`config.mk`:
```
export PLATFORM = sky130hd
export DESIGN_NAME = mult_share_arb4
export DESIGN_NICKNAME = d
export VERILOG_FILES = /design/src/rtl/mult_share_arb4.sv
export SDC_FILE = /design/constraint.sdc
export NUM_CORES = 1
export LEC_CHECK = 0
export CORE_ASPECT_RATIO = 0.9
export CORE_MARGIN = 2
export CORE_UTILIZATION = 31
export DETAILED_ROUTE_END_ITERATION = 12
export GPL_TIMING_DRIVEN = 0
export HOLD_SLACK_MARGIN = 0.03
export PLACE_DENSITY = 0.65
export SLEW_MARGIN = 10
export SYNTH_ARGS = -nofsm -noshare
export SYNTH_HDL_FRONTEND = slang
export SYNTH_SLANG_ARGS = --single-unit
```
`constraint.sdc`:
```
create_clock -name clk -period 4.98 [get_ports clk]
set_input_delay 0.747 -clock clk [delete_from_list [all_inputs] [get_ports clk]]
set_output_delay 0.747 -clock clk [all_outputs]
set_load 0.02 [all_outputs]
```
`src/rtl/mult_share_arb4.sv`:
```
// mult_share_arb4: round-robin arbiter/sequencer sharing one 4x4 multiplier among four requesters
module mult_share_arb4 #(
  parameter int LAT = 1
) (
  input  logic       clk,
  input  logic       reset_n,
  input  logic [3:0] req,
  input  logic [3:0] a0,
  input  logic [3:0] a1,
  input  logic [3:0] a2,
  input  logic [3:0] a3,
  input  logic [3:0] b0,
  input  logic [3:0] b1,
  input  logic [3:0] b2,
  input  logic [3:0] b3,
  input  logic [7:0] mul_p,
  output logic [3:0] mul_a,
  output logic [3:0] mul_b,
  output logic [1:0] sel,
  output logic [3:0] gnt,
  output logic       busy,
  output logic       done,
  output logic [1:0] done_id,
  output logic [7:0] result
);
  typedef enum logic [1:0] {IDLE, BUSY, DONE} state_t;
  state_t state_q, state_d;
  logic [3:0] cnt_q, cnt_d, gnt_q, gnt_d, mul_a_q, mul_a_d, mul_b_q, mul_b_d;
  logic [1:0] ptr_q, ptr_d, sel_q, sel_d, done_id_q, done_id_d, win, idx;
  logic [7:0] result_q, result_d;
  logic       done_q, done_d;
  logic [3:0] a_w, b_w;
  // Scan downward so the lowest offset from the pointer is the last (winning) assignment
  always_comb begin
    win = ptr_q;
    idx = ptr_q;
    for (int k = 3; k >= 0; k--) begin
      idx = ptr_q + 2'(k);
      if (req[idx]) win = idx;
    end
  end
  assign a_w = win == 2'd0 ? a0 : win == 2'd1 ? a1 : win == 2'd2 ? a2 : a3;
  assign b_w = win == 2'd0 ? b0 : win == 2'd1 ? b1 : win == 2'd2 ? b2 : b3;
  always_comb begin
    state_d   = state_q;
    cnt_d     = cnt_q;
    ptr_d     = ptr_q;
    sel_d     = sel_q;
    gnt_d     = gnt_q;
    mul_a_d   = mul_a_q;
    mul_b_d   = mul_b_q;
    result_d  = result_q;
    done_id_d = done_id_q;
    done_d    = 1'b0;
    case (state_q)
      IDLE: if (|req) begin
        sel_d   = win;
        gnt_d   = 4'b0001 << win;
        mul_a_d = a_w;
        mul_b_d = b_w;
        cnt_d   = 4'(LAT - 1);
        state_d = BUSY;
      end
      BUSY: if (cnt_q != 4'd0) cnt_d = cnt_q - 4'd1;
      else begin
        result_d  = mul_p;
        done_d    = 1'b1;
        done_id_d = sel_q;
        state_d   = DONE;
      end
      DONE: begin
        gnt_d   = 4'd0;
        ptr_d   = sel_q + 2'd1;
        state_d = IDLE;
      end
      default: state_d = IDLE;
    endcase
  end
  always_ff @(posedge clk or negedge reset_n)
    if (!reset_n) begin
      state_q   <= IDLE;
      cnt_q     <= '0;
      ptr_q     <= '0;
      sel_q     <= '0;
      gnt_q     <= '0;
      mul_a_q   <= '0;
      mul_b_q   <= '0;
      result_q  <= '0;
      done_id_q <= '0;
      done_q    <= 1'b0;
    end else begin
      state_q   <= state_d;
      cnt_q     <= cnt_d;
      ptr_q     <= ptr_d;
      sel_q     <= sel_d;
      gnt_q     <= gnt_d;
      mul_a_q   <= mul_a_d;
      mul_b_q   <= mul_b_d;
      result_q  <= result_d;
      done_id_q <= done_id_d;
      done_q    <= done_d;
    end
  assign mul_a   = mul_a_q;
  assign mul_b   = mul_b_q;
  assign sel     = sel_q;
  assign gnt     = gnt_q;
  assign busy    = state_q != IDLE;
  assign done    = done_q;
  assign done_id = done_id_q;
  assign result  = result_q;
endmodule
```
==> results by group, run 1 <==
Run status
  • Status: complete, no violations

Clocking
  • Clock root buffer: clkbuf_8
  • Hold_buf cts: 0
  • Clock-pin slew on the worst setup and hold paths: 0.06 ns
  • CTS sink cnt: 33
  • TritonCTS clock tree: built
  • Worst skew pair latency: 0.29 ns
  • Max Buffers Root-to-Sink: 2
  • Gates resized, CTS repair: 0
  • H-tree Lvls: 2
  • Post-CTS Setup Repair Bufs: 0
  • CTS Buf Count: 5

Setup path
  • Worst-path fanout max: 10
  • R2R setup slack: 3.16 ns
  • Crit. End Element: flop
  • RR Endpoint: mul_a[1]
  • Crit path DAT: 2.64 ns
  • Critical Path RT: 5.17 ns
  • CP Class: in -> reg
  • Worst path slowest cell: clkdlybuf4s50_1
  • Biggest cell delay along the critical path: 0.50 ns
  • CP Launch Type: primary input
  • CP cell instances: clkdlybuf4s50_1 -> or2b_2 -> a21boi_2 -> or3_4 -> buf_6 -> a221oi_1 -> o31ai_1
  • Reg-to-reg critical path startpoint: ptr_q[0]
  • Cell count of the worst reg-to-reg path: 6

Global route
  • Initial antenna violation count: 0
  • Vias in the first global route: 1585
  • Global Route Usage Sum: 0.155
  • Overflow after GRT: 0
  • Largest net degree at the start of global routing: 34
  • First-pass GRT wire length: 7.65 mm

Power
  • Pwr dens: 586 nW/um2
  • Worst vdd rail ir drop: 0.192 mV
  • Lkg Pwr: 1.13 nW
  • Total Power: 1.53 mW

Hold path
  • Hold worst-path end: done_id[1]
  • Hold Crit Depth: 2
  • Hold path startpoint: done_id[1]
  • Class of the worst hold path: reg -> reg

Floorplanning
  • Site Rows: 25
  • Io pins: 72
  • Die height: 75.2 um
  • Placeable Area: 5350 um2
  • Die Wd: 83.1 um
  • Initial core utilization: 0.326
  • Die area: 6240 um2

Timing
  • Final min period: 2.45 ns
  • Hold WS: 0.471 ns
  • Setup ws final: 2.53 ns
  • Tcrit/Tclk final: 0.493
  • Relative slew slack: 0.508
  • Setup Skew: 0.00472 ns
  • Setup TNS: 0 ns
  • Setup violations, final: 0
  • Slew @ Worst Pin: 0.738 ns
  • RSZ-0062 raised after global routing: no
  • Slew Limit Fails: 0
  • Hold Violations, Final: 0
  • Fmax: 408 MHz

Layout
  • Area delta synth->final: 49.5%
  • Layout cells sized above 1: 0.126
  • Nets: 310
  • Diode count: 0
  • Post-route core utilization: 0.487
  • Final Cell Area: 2610 um2
  • Finished Layout Cells: 329
  • Fillcell total: 508

Place
  • Inst Count DP: 323
  • Setup WS pre-CTS: 2.21 ns
  • PortBufs: 71
  • DP HPWL: 3.33 mm
  • Placed inst area: 2530 um2
  • GP Congestion: 0.749

Synthesis
  • Post-Synth Adder-Cell Area: 0.00717
  • Gate Count Post-Synth: 185
  • Yosys reg bits: 33
  • Simple-gate portion of the synthesized area: 0.256
  • Register area share after synthesis: 0.473
  • Post-synth top cells: nand2_1 (45), dfrtp_1 (33), o21ai_0 (9), o22ai_1 (9), o31ai_1 (9)
  • Cell with the most instances after synthesis: nand2_1
  • Net Count, Synth: 232
  • Netlist Area Pre-Place: 1740 um2
  • Synth Area in XOR/XNOR: 0.0151
  • Synth area leaders: dfrtp_1 (47%), nand2_1 (9.7%), a221oi_1 (4.0%)
  • Mux cell area share after synthesis: 0
  • Synth area leader: dfrtp_1
  • Share of the synthesized area in the top cell type: 0.473
  • Post-synth ARST share: 1.00
  • Post-synth EDFFs: 0
  • Complex-gate fraction of the synthesized area: 0.190
  • Synth cell types: 39
  • Yosys warning total: 0
  • Synth Flop Type: dfrtp_1
  • Largest family of logic cells by synthesized area: simple AND/OR/NAND/NOR gates
  • Avg Inst Size Synth: 9.43 um2

Routing
  • Number of detailed-route iterations in the first pass: 4
  • WL met2: 1.95 mm
  • Routed met1 length: 2.12 mm
  • Top Metal Used: met4
  • DR iter-0 viols: 93
  • Post-DR wirelength/cell: 13.6 um
  • Vias per cell: 4.91
  • Final wirelength: 4.47 mm
  • Routed wl met3: 314 um
  • Post-DRT Antenna Nets: 0
  • Residual DRC count: 0
  • Detailed-route via count: 1616

Job
  • Max_cap viols: 0
==> logic make-up (layout without fill, tap and decap cells) <==
kind of cell,count (synthesis),count (layout)
XOR/XNOR,3,3
adder cells (fa/ha/maj),1,1
buffers and inverters,17,94
AO/OA/AOI/OAI,45,45
AND/OR/NAND/NOR,86,86
flip-flops,33,33
==> worst max-delay path: cells and delay by family <==
| family | cells | cell delay [ns] |
|---|---|---|
| buffers and inverters | 2 | 0.63 |
| and+or+nand+nor | 2 | 0.56 |
| AOI/OAI and AO/OA | 3 | 0.70 |
==> layout make-up <==
class                   instances  area, um2  share of cell area
plain buffers                  12       82.6              0.0317
repair buffers                 71        706               0.271
flip-flops and latches         33        826               0.317
clock buffers                   5       68.8              0.0264
multi-input cells             135        817               0.313
inverters                       5       18.8             0.00720
clock inverters                 1       5.00             0.00192
well taps                      67       83.8              0.0321
==> per-layer routing <==
metal,GRT usage,vias to the layer above
li1,-,802
met5,0,-
met1,0.208,748
met2,0.237,58
met4,0.0710,0
met3,0.0417,8
==> state kept, by name (all words and copies together) (netlist names) <==
signal,cells
sel,2
mul_b,4
mul_a,4
gnt,4
done,1
ptr_q,2
state_q,2
done_id,2
cnt_q,4
result,8
==> worst max-delay path by stage <==
stage / from / endpoint / cells past startpoint
floorplan: req[0] / mul_a[0] / 7
global placement: req[3] / mul_b[0] / 7
detailed placement: req[3] / mul_a[1] / 7
CTS: req[3] / mul_a[1] / 7
global route: req[3] / mul_b[0] / 7
finish: req[3] / mul_a[1] / 7
==> cells in the final DEF, fill, tap and decap left out, drive strengths merged, types with 2 or more instances in the layout <==
master	count
and2b	8
nand2b	5
o21ai	9
buf	9
nor3b	3
nor2	6
nor4	2
and2	2
clkdlybuf4s50	70
a21o	2
a221oi	8
o31ai	9
o22a	2
clkbuf	9
inv	5
nand3	7
dfrtp	33
nand2	45
a21oi	3
o22ai	9
xnor2	2
==> power by group <==
group          total (mW)  switching (mW)  internal [mW]
combinational       0.873           0.463          0.410
clock               0.184          0.0923         0.0917
sequential          0.470          0.0782          0.392
No activity file was read; power rests on OpenSTA's default activity.
==> inputs of run 2 (changes only) <==
==> constraint.sdc (replaced) <==
create_clock -name clk -period 2.33 [get_ports clk]
set_input_delay 0.3495 -clock clk [delete_from_list [all_inputs] [get_ports clk]]
set_output_delay 0.3495 -clock clk [all_outputs]
set_load 0.02 [all_outputs]
==> results of run 2 <==
The final DEF is identical to that of run 1. Status: complete, no violations.
Main changes from that run: setup slack after placement 2.21 ns -> -0.0396 ns; setup slack after layout 2.53 ns -> 0.275 ns; hold slack 0.471 ns -> 0.114 ns; register-to-register setup slack 3.16 ns -> 0.51 ns; total power 1.53 mW -> 3.27 mW; worst IR drop on VDD 0.192 mV -> 0.411 mV
==> RTL change 1, RTL diff (settings of run 2) <==
The 3 states of `state_t` get a one-hot encoding in 3 bits.
--- a/src/rtl/mult_share_arb4.sv
+++ b/src/rtl/mult_share_arb4.sv
@@ -25,3 +25,3 @@
 );
-  typedef enum logic [1:0] {IDLE, BUSY, DONE} state_t;
+  typedef enum logic [2:0] {IDLE = 3'b001, BUSY = 3'b010, DONE = 3'b100} state_t;
   state_t state_q, state_d;
Function: no difference found for any inputs over 10 cycles, from zero or initial values and one cycle with reset_n low; not proved beyond that.
==> RTL change 1 against run 2 <==
- register-to-register slack got worse by 230 ps
- area after synthesis fell by 0.22%
- power fell by 0.36%
- global-route usage is 1.2 points lower
- worst hold slack better by 3.7 ps
- final cell count down 1.2%
- routed wire length shrank 3.7%
- largest cell class unchanged
- sequential power barely moved
- sequential cell count is 1 higher
- design area increased by 1.4%
- worst setup slack got worse by 160 ps
==> RTL change 1: results (changes against run 2) <==
Outcome
  • Status: completed (unchanged)

Placed design
  • HPWL after DPL: 3235 um (was 3326 um)
  • Dpl cells: 317 (was 323)
  • Routability cong.: 0.7645 (was 0.7493)
  • Place WS: -388.7 ps (was -39.56 ps)
  • Cell Area, Placed: 0.002530 mm^2 (was 0.002534 mm^2)

Synthesis
  • Syn_nets: 227 (was 232)
  • Seq/Total Area, Yosys: 0.4896 (was 0.4735)
  • Largest cells by area after synthesis: dfrtp_1, nand2_1, mux2_4, o221a_1, o21ai_0 (was dfrtp_1, nand2_1, a221oi_1, and2b_2, o31ai_1)
  • Post-synth cell types: 42 (was 39)
  • Area fraction in compound gates after synthesis: 0.1553 (was 0.1901)
  • Synth Area in XOR/XNOR: 0.01510 (was 0.01506)
  • Top cells by instance count after synthesis: nand2_1, dfrtp_1, inv_1, o21ai_0 (was nand2_1, dfrtp_1, o21ai_0, o22ai_1, o31ai_1)
  • Synth Area in Adders: 0.01438 (was 0.007174)

GRT
  • Initial antenna violation count: 0 (unchanged)
  • First-pass GRT wire length: 6996 um (was 7652 um)
  • GR Util All Layers: 0.1426 (was 0.1549)
  • Vias in the first global route: 1502 (was 1585)

Route
  • Met2 WL: 1942 um (was 1953 um)
  • Routed WL: 4303 um (was 4470 um)
  • Met1 Routed Length: 2040 um (was 2116 um)
  • Post-DR vias/cell: 4.794 (was 4.912)
  • Initial DRC count: 69 (was 93)

CTS
  • Num CTS Buffers: 5 (unchanged)

Worst setup path
  • Reg-to-reg slack, setup: 280 ps (was 510 ps)
  • Slowest cell delay on critical path: 560 ps (was 500 ps)
  • Critical R2R Launch: state_q[0] (was ptr_q[0])
  • Reg2reg path depth: 5 (was 6)
  • Critical path arrival: 2390 ps (was 2240 ps)

Cells and area
  • Fillcell total: 498 (was 508)
  • Final nets: 305 (was 310)
  • Share of cells above drive strength 1: 0.1047 (was 0.1260)
  • Finished Layout Cells: 325 (was 329)

Power
  • VDD IR max: 0.5179 mV (was 0.4108 mV)
  • Leak Pwr: 1.184 nW (was 1.129 nW)

STA
  • Max-slew headroom: 0.5050 (was 0.5077)
  • Final clock skew: 5.326 ps (was 4.719 ps)
[RTL change 1: cell count changes after synthesis, sizes merged, moves of 8 or more]
cell / delta
and2b: -8
inv: +8
o31ai: -8
o22ai: -8
[RTL change 1: where the power goes]
| group | leakage [nW] | switching, mW | internal, mW | total (mW) |
|---|---|---|---|---|
| clock | 0.0579 | 0.217 | 0.315 | 0.532 |
| combinational | 0.706 | 0.881 | 0.829 | 1.71 |
| sequential | 0.420 | 0.169 | 0.842 | 1.01 |
[RTL change 1: layer usage]
metal  vias up  GRT usage
met5         -          0
met4         0    0.04918
met3         4    0.05044
met2        51     0.2195
met1       731     0.1892
li1        772          -
[RTL change 1: layout make-up]
cell class                      instances  share of cell area
Multi-Input combinational cell        125              0.3037
Tap cell                               67             0.03169
Buffer                                  7             0.01608
Clock inverter                          3             0.01514
Inverter                               13             0.01845
Sequential cell                        34              0.3221
Timing Repair Buffer                   71              0.2668
Clock buffer                            5             0.02602
[RTL change 1: through the flow]
stage                     hold slack [ps]  utilization
after floorplan                     53.91            -
after global placement              457.9       0.4739
after detailed placement            462.0       0.4730
after CTS                           151.3       0.4943
after global routing                182.4       0.4945
final                               117.7       0.4945
[RTL change 1: worst max path at each step]
stage               startpoint        to  slack (ps)  cells after the start
floorplan           state_q[0]  mul_a[3]         440                      5
global placement        req[1]  mul_a[1]        -390                      6
detailed placement      req[1]  mul_b[1]        -390                      6
CTS                     req[1]  mul_b[2]         110                      7
global route            req[1]  mul_b[2]          10                      7
finish                  req[1]  mul_b[2]         120                      7
[RTL change 1: repair_timing]
| action | in CTS | in global routing |
|---|---|---|
| gates resized for setup | 1 | 1 |
| hold buffers | 0 | 0 |
| cloned | 0 | 0 |
| endpoints found under the hold margin | 0 | 0 |
| setup endpoints to repair | 7 | 2 |
==> RTL change 2, RTL diff (config.mk and constraints of run 2) <==
Without the edit above. `result_q` no longer has a reset.
--- a/src/rtl/mult_share_arb4.sv
+++ b/src/rtl/mult_share_arb4.sv
@@ -87,3 +87,2 @@
       mul_b_q   <= '0;
-      result_q  <= '0;
       done_id_q <= '0;
@@ -98,3 +97,2 @@
       mul_b_q   <= mul_b_d;
-      result_q  <= result_d;
       done_id_q <= done_id_d;
@@ -102,2 +100,6 @@
     end
+
+  always_ff @(posedge clk) begin
+    result_q <= result_d;
+  end
   assign mul_a   = mul_a_q;
Behaviour: differs if reset_n is asserted again (counterexample within 4 cycles, from zero or initial values and one cycle with reset_n low); with reset_n held inactive, the same outputs for 10 cycles.
==> RTL change 2 against run 2 <==
- sequential cell count stayed put
- worst setup slack worse by 24 ps
- routed wire length is 1.9% lower
- synthesized cell count is 15% lower
- power is 1.7% lower
- fmax is 1.2% lower
- area after synthesis is 1.0% lower
- highest routed layer unchanged
- design area is 0.58% lower
==> RTL change 2: results (changes against run 2) <==
Outcome
  • Status: completed (unchanged)

Cells and area
  • Share of cells above drive strength 1: 0.1787 (was 0.1260)
  • Fillcell total: 507 (was 508)
  • Finished Layout Cells: 302 (was 329)
  • Final nets: 281 (was 310)

Worst setup path
  • Slowest cell delay on critical path: 650 ps (was 500 ps)
  • Critical-path maximum fanout: 9 (was 10)
  • Critical path arrival: 2300 ps (was 2240 ps)

GRT
  • GR Util All Layers: 0.1497 (was 0.1549)
  • Largest net degree at the start of global routing: 26 (was 34)
  • First-pass GRT wire length: 6831 um (was 7652 um)
  • Vias in the first global route: 1436 (was 1585)

Synthesis
  • Synthesized area per cell: 11.00 um^2 (was 9.428 um^2)
  • Seq/Total Area, Yosys: 0.5014 (was 0.4735)
  • Largest cells by area after synthesis: dfrtp_1, edfxtp_1, o211ai_2, o221a_2, a22o_1 (was dfrtp_1, nand2_1, a221oi_1, and2b_2, o31ai_1)
  • FFs w/ async S/R, synth: 0.7576 (was 1.000)
  • Post-synth EDFFs: 8 (was 0)
  • Syn_nets: 204 (was 232)

Route
  • Initial DRC count: 63 (was 93)
  • Routed WL: 4383 um (was 4470 um)
  • Post-DR vias/cell: 4.877 (was 4.912)

Placed design
  • Port Buf Inserts: 70 (was 71)
  • HPWL after DPL: 3305 um (was 3326 um)
  • Cell Area, Placed: 0.002511 mm^2 (was 0.002534 mm^2)
  • Routability cong.: 0.7073 (was 0.7493)
  • Place WS: -66.66 ps (was -39.56 ps)

STA
  • Hold Worst Slack: 52.01 ps (was 114.1 ps)
  • Final clock skew: 6.117 ps (was 4.719 ps)
  • Max-slew headroom: 0.5436 (was 0.5077)

Power
  • Sw Ratio: 0.4036 (was 0.4150)
  • Leak Pwr: 1.091 nW (was 1.129 nW)
  • VDD IR max: 0.4428 mV (was 0.4108 mV)
==> RTL change 2: cell types whose count changed after synthesis, sizes merged, moves of 4 or more <==
cell and change:
o22ai -8, dfrtp -8, o211ai +8, and2b -8
edfxtp +8, nand2 -29, a22o +8, o221a +8
a221oi -8, inv +7, o21ai -4
==> RTL change 2: final cells by class <==
cell class / instances / area (um^2) / area share
Tap cell: 67 / 83.83 / 0.03234
Clock inverter: 3 / 17.52 / 0.006757
Sequential cell: 33 / 865.8 / 0.3340
Inverter: 12 / 45.04 / 0.01737
Timing Repair Buffer: 70 / 695.7 / 0.2683
Buffer: 10 / 56.30 / 0.02172
Clock buffer: 5 / 68.82 / 0.02654
Multi-Input combinational cell: 102 / 759.5 / 0.2930
==> RTL change 2: cell families (layout without fill, tap and decap cells) <==
group                      after synthesis  after routing  share of synthesized area
and+or+nand+nor                         47             47                     0.1486
AOI/OAI and AO/OA                       51             51                     0.2688
DFF                                     33             33                     0.5014
adders and majority gates                1              1                   0.007245
buffers and inverters                   22            100                    0.05870
xor gates and xnor gates                 3              3                    0.01522
==> RTL change 2: worst paths after layout <==
check | start | to | cells past startpoint
max in group asynchronous | reset_n | done_id[1] | 1
hold / removal | reset_n | done | 1
setup / recovery | req[2] | mul_b[0] | 6
hold reg to reg | done_id[1] | done_id[1] | 2
min in group clk | done_id[1] | done_id[1] | 2
setup reg to reg | ptr_q[0] | mul_b[0] | 5
==> RTL change 2: critical path: cells and delay by family <==
| family | cells | cell delay, ps |
|---|---|---|
| compound gates | 4 | 1210 |
| buf+inv | 1 | 650 |
| simple gates | 1 | 90 |
==> RTL change 2: metal layers <==
metal / vias to the layer above / wire length [um] / GRT usage
met5: - / 0 / 0
met4: 0 / 64 / 0.04007
met3: 8 / 295 / 0.05156
met2: 45 / 2002 / 0.2446
met1: 688 / 2020 / 0.1907
li1: 732 / - / -
==> RTL change 2: power groups by stage <==
stage / clock, mW / sequential [mW] / combinational [mW]
after global routing: 0.463 / 1.05 / 1.96
after global placement: 0 / 1.01 / 1.79
after detailed placement: 0 / 1.02 / 1.80
final: 0.416 / 1.01 / 1.79
after CTS: 0.433 / 1.01 / 1.81
after floorplan: 0 / 1.21 / 0.921
